[src/rtl/avfs_clk_stepper.sv]
// avfs_clk_stepper: turns the AVFS freq_sel code into a divided clock enable.
// Code changes are slew-limited: one code per step, taken only on a divider
// period boundary, then held for a settle dwell before the next step.
module avfs_clk_stepper #(
    parameter int SETTLE_CYCLES = 16,
    parameter int CNT_W         = 8
) (
    input  logic             clk,
    input  logic             rst,
    input  logic [3:0]       freq_sel,
    output logic             clk_en,
    output logic [3:0]       freq_cur,
    output logic             busy,
    output logic             step_pulse,
    output logic [CNT_W-1:0] step_cnt
);

    localparam int SET_W = (SETTLE_CYCLES > 1) ? $clog2(SETTLE_CYCLES) : 1;
    localparam logic [SET_W-1:0] SETTLE_LOAD = SET_W'(SETTLE_CYCLES - 1);

    typedef enum logic [1:0] {
        STEADY     = 2'd0,
        WAIT_BOUND = 2'd1,
        SETTLE     = 2'd2
    } state_t;

    state_t           state_q;
    logic [3:0]       tgt_q;
    logic [3:0]       freq_cur_q;
    logic [3:0]       div_cnt_q;
    logic [3:0]       div_cnt_d;
    logic             clk_en_q;
    logic             clk_en_d;
    logic             step_pulse_q;
    logic [CNT_W-1:0] step_cnt_q;
    logic [SET_W-1:0] settle_cnt_q;
    logic [4:0]       ratio;
    logic             boundary;

    // Step counter saturates at all-ones instead of wrapping.
    function automatic logic [CNT_W-1:0] sat_inc(input logic [CNT_W-1:0] v);
        return (&v) ? v : v + CNT_W'(1);
    endfunction

    // One code toward the target; caller guarantees tgt != cur, so no wrap.
    function automatic logic [3:0] step_toward(input logic [3:0] cur, input logic [3:0] tgt);
        return (tgt > cur) ? cur + 4'd1 : cur - 4'd1;
    endfunction

    // Divider ratio from the applied code (F -> 1 ... 0 -> 16) and period boundary detect.
    always_comb begin
        ratio     = 5'd16 - {1'b0, freq_cur_q};
        boundary  = ({1'b0, div_cnt_q} == (ratio - 5'd1));
        div_cnt_d = boundary ? 4'd0 : div_cnt_q + 4'd1;
        clk_en_d  = boundary;
    end

    // Divider counter and registered enable pulse; the boundary pulse is always issued.
    always_ff @(posedge clk) begin
        if (rst) begin
            div_cnt_q <= 4'd0;
            clk_en_q  <= 1'b0;
        end else begin
            div_cnt_q <= div_cnt_d;
            clk_en_q  <= clk_en_d;
        end
    end

    // Slew-limiting FSM: detect target change, step on a boundary, then dwell.
    always_ff @(posedge clk) begin
        if (rst) begin
            state_q      <= STEADY;
            tgt_q        <= 4'hF;
            freq_cur_q   <= 4'hF;
            step_pulse_q <= 1'b0;
            step_cnt_q   <= '0;
            settle_cnt_q <= '0;
        end else begin
            tgt_q        <= freq_sel;
            step_pulse_q <= 1'b0;
            case (state_q)
                STEADY: begin
                    if (tgt_q != freq_cur_q) begin
                        state_q <= WAIT_BOUND;
                    end
                end
                WAIT_BOUND: begin
                    if (boundary) begin
                        if (tgt_q == freq_cur_q) begin
                            // Target came back before a step was taken: absorb the glitch.
                            state_q <= STEADY;
                        end else begin
                            // New ratio governs the period that begins at this same edge.
                            freq_cur_q   <= step_toward(freq_cur_q, tgt_q);
                            step_pulse_q <= 1'b1;
                            step_cnt_q   <= sat_inc(step_cnt_q);
                            settle_cnt_q <= SETTLE_LOAD;
                            state_q      <= SETTLE;
                        end
                    end
                end
                SETTLE: begin
                    if (settle_cnt_q == '0) begin
                        state_q <= (tgt_q == freq_cur_q) ? STEADY : WAIT_BOUND;
                    end else begin
                        settle_cnt_q <= settle_cnt_q - SET_W'(1);
                    end
                end
                default: begin
                    state_q <= STEADY;
                end
            endcase
        end
    end

    assign clk_en     = clk_en_q;
    assign freq_cur   = freq_cur_q;
    assign busy       = (state_q != STEADY);
    assign step_pulse = step_pulse_q;
    assign step_cnt   = step_cnt_q;

endmodule

[config.mk]
export PLATFORM = sky130hd
export DESIGN_NAME = avfs_clk_stepper
export DESIGN_NICKNAME = d
export VERILOG_FILES = /design/src/rtl/avfs_clk_stepper.sv
export SDC_FILE = /design/constraint.sdc
export NUM_CORES = 1
export LEC_CHECK = 0
export CAP_MARGIN = 20
export CELL_PAD_IN_SITES_DETAIL_PLACEMENT = 0
export CELL_PAD_IN_SITES_GLOBAL_PLACEMENT = 1
export CORE_MARGIN = 5
export CORE_UTILIZATION = 39
export CTS_BUF_LIST = sky130_fd_sc_hd__clkbuf_8 sky130_fd_sc_hd__clkbuf_16
export CTS_CLUSTER_DIAMETER = 40
export DETAILED_ROUTE_END_ITERATION = 10
export PLACE_DENSITY = 0.83
export SYNTH_ARGS = -nofsm -noshare
export SYNTH_HDL_FRONTEND = slang
export SYNTH_SLANG_ARGS = --single-unit
[constraint.sdc]
create_clock -name clk -period 3 [get_ports clk]
set_clock_uncertainty 0.15 [all_clocks]
set_input_delay 0.6 -clock clk [delete_from_list [all_inputs] [get_ports clk]]
set_output_delay 0.6 -clock clk [all_outputs]
set_load 0.005 [all_outputs]
==> impl_metrics.ini <==
[floorplanning]
die_h_um = 68.1
fp.dieW_um = 68.1
start_util_pct = 39.7
die-area_um2 = 4630
ios = 21
rows = 21
core_area_um2 = 3310

[worst_setup_path]
path_depth = 11
slowest_delay_ns = 0.40
cp-end-kind = flip-flop
crit_arrival_ns = 2.81
worstRegToRegCells = 11
start_kind = flip-flop
timing.reg2reg.setup_slack_ns = 0.26
worst-path-buf-inv = 1
cp_cell_sequence = inv_1 > ha_1 > nor2b_1 > o211ai_1 > a21o_1 > ha_1 > a21oi_1 > nand2_1 > and3_1 > or4_1 > nand3b_1
crit_top_cell = ha_1
regToRegEndpoint = freq_cur[3]$_SDFFE_PP1P_
path_delay_family = simple AND/OR/NAND/NOR gates
crit_required_ns = 3.07
r2r_start = freq_cur[1]$_SDFFE_PP1P_
critPathSlowestCell = dfxtp_2
crit_end = freq_cur[3]$_SDFFE_PP1P_
critPathMaxFanout = 5
cp-startpoint = freq_cur[1]$_SDFFE_PP1P_
path_class = reg -> reg

[clock_tree]
clk_pin_slew_worst_paths_ns = 0.09
cts_setup_buffers = 0
postCtsHoldBufs = 0
insertion_delay_ns = 0.27
cts_root_buf = clkbuf_8
cts.htree.levels = 1
clock_sinks = 28
cts_tree = done
numCtsBuffers = 3
clock_path_buffers = 2

[placed_design]
placed_area_um2 = 1580
post-place-cells = 209
io_buffers = 20
finalWeightedCongestion = 0.854
dp_hpwl_mm = 1.88

[timing]
rsz0062_at_grt = false
finalCritPeriodShare_pct = 91.2
final.setup.tns_ns = 0
fin_crit_ns = 2.74
final-hold-violation-count = 0
slew_violations = 0
slew_headroom_pct = 70.1
setup_viol = 0
max_freq_ghz = 0.365
tightestPinTransition_ns = 0.445

[layout]
final_nets = 184
antenna_cells = 0
final_area_um2 = 1640
drive_above_1_share_pct = 10.2
synthToLayoutAreaGrowth_pct = 24.7
final_cells = 213

[yosys]
syn_inst = 143
yosysUniqueCellTypes = 33
syn_nets = 159
ys_ff_latch = 28
syn_area_per_cell_um2 = 9.20
syn_area_um2 = 1320
ys_warn_count = 0
ys_seq_area_share_pct = 42.6

[routing]
vias = 1059
ant_nets = 0
drt_first_pass_iters = 4
wl_per_cell_um = 12.0
first_iter_violations = 52
vias_per_cell = 4.97
drc_errors = 0
wl_mm = 2.55

[grt]
antenna_found_initial = 0
grt_overflow_total = 0
grt_usage_pct = 12.2
grt_start_max_net_pins = 16
grt_first_pass_wirelength_mm = 4.26
grt_pass1_vias = 989

[pwr]
powerDensity_nw_per_um2 = 886
leakage_uw = 0.000631
vdd_drop_max_mv = 0.333

[hold_path]
holdCritStartpoint = div_cnt_q[0]$_SDFF_PP0_
min_path_type = reg -> reg

[run]
drv_cap = 0

[status]
status = finished, final reports clean
[worst min path at each step]
stage                         endpoint  slack [ns]  cells past startpoint
3_3_place_gp   div_cnt_q[0]$_SDFF_PP0_        0.31                      1
2_1_floorplan  div_cnt_q[0]$_SDFF_PP0_        0.29                      1
4_1_cts        div_cnt_q[0]$_SDFF_PP0_        0.34                      1
3_5_place_dp   div_cnt_q[0]$_SDFF_PP0_        0.32                      1
5_1_grt        div_cnt_q[0]$_SDFF_PP0_        0.36                      1
6_report       div_cnt_q[0]$_SDFF_PP0_        0.34                      1
[layout make-up]
| class | count | area (µm²) |
|---|---|---|
| fillers | 336 | 1670 |
| multi-input cells | 105 | 717 |
| flip-flops and latches | 28 | 562 |
| repair buffers | 23 | 223 |
| well taps | 46 | 57.6 |
| clock buffers | 4 | 55.1 |
| inverters | 7 | 26.3 |
[per-layer routing]
metal	part of all wire, %	vias up	global-route usage [%]
li1	-	546	-
met1	46	494	14.0
met2	47	15	21.3
met3	5.2	4	4.11
met4	1.1	0	3.72
met5	0	-	0
[registers in the layout, indices dropped and copies added, names as in the netlist]
| register | count |
|---|---|
| div_cnt_q | 4 |
| tgt_q | 4 |
| step_pulse | 1 |
| step_cnt | 8 |
| state_q | 2 |
| settle_cnt_q | 4 |
| clk_en | 1 |
| freq_cur | 4 |
[metrics by stage]
stage / hold slack (ns) / worst slack [ns] / utilization (%) / total power (µW)
after floorplan: 0.291 / 0.403 / - / 1000
after global placement: 0.308 / 0.340 / 47.8 / 1200
after detailed placement: 0.321 / 0.225 / 47.8 / 1220
after CTS: 0.343 / 0.193 / 49.5 / 1470
after global routing: 0.359 / 0.0430 / 49.5 / 1570
final: 0.338 / 0.263 / 49.5 / 1450
[cell usage after synthesis (all sizes together)]
cell	n	area, µm²
nor4	1	21.3
inv	7	26.3
and2	1	6.26
dfxtp	28	561
and3	1	6.26
a21oi	13	65.1
and4	2	17.5
fa	1	20.0
nand3	6	35.0
clkbuf	3	11.3
nor3b	1	7.51
or2	6	37.5
nor3	4	20.0
nand2	8	32.5
ha	9	113
a211o	2	17.5
nor2b	2	12.5
a31oi	1	6.26
mux2i	1	10.0
or4	3	22.5
o21ai	3	15.0
xnor2	7	61.3
o211ai	1	7.51
o31ai	3	22.5
xor2	5	43.8
nand2b	2	12.5
or3	2	12.5
nand3b	1	7.51
a21o	2	15.0
nand4	2	12.5
nor2	15	56.3
[report_power, final]
part           switching [µW]  internal, µW  leakage, µW  total (µW)
registers                71.7           455     0.000229         527
logic                     349           343     0.000374         692
clock network             117           118    0.0000288         234
[repair_timing]
item / in CTS / in global routing
endpoints found under the setup margin: 0 / 1
endpoints found under the hold margin: 0 / 0
resized for setup: 0 / 1
[cells in the final DEF, fill, tap and decap left out, types with 5 or more instances in the layout]
cell type and count:
dfxtp_1 27, clkdlybuf4s50_1 20, nor2_1 15, a21oi_1 13, ha_1 9, inv_1 7
xnor2_1 7, nand2_1 7, or2_2 6, nand3_1 5, xor2_1 5
[kinds of logic after synthesis]
group | Yosys count | share of synthesized area, %
buf+inv | 10 | 2.85
mux | 1 | 0.761
flops | 28 | 42.6
fa+ha+maj | 10 | 10.1
xor+xnor | 12 | 7.99
simple gates | 57 | 24.4
compound gates | 25 | 11.3
[worst reg2reg max path, cell delays in order (launching register included)]
cell and delay, ns:
dfxtp_2 0.40, inv_1 0.07, ha_1 0.29, nor2b_1 0.13, o211ai_1 0.24, a21o_1 0.22
ha_1 0.29, a21oi_1 0.15, nand2_1 0.08, and3_1 0.19, or4_1 0.40, nand3b_1 0.09
No activity file was read; power rests on OpenSTA's default activity.
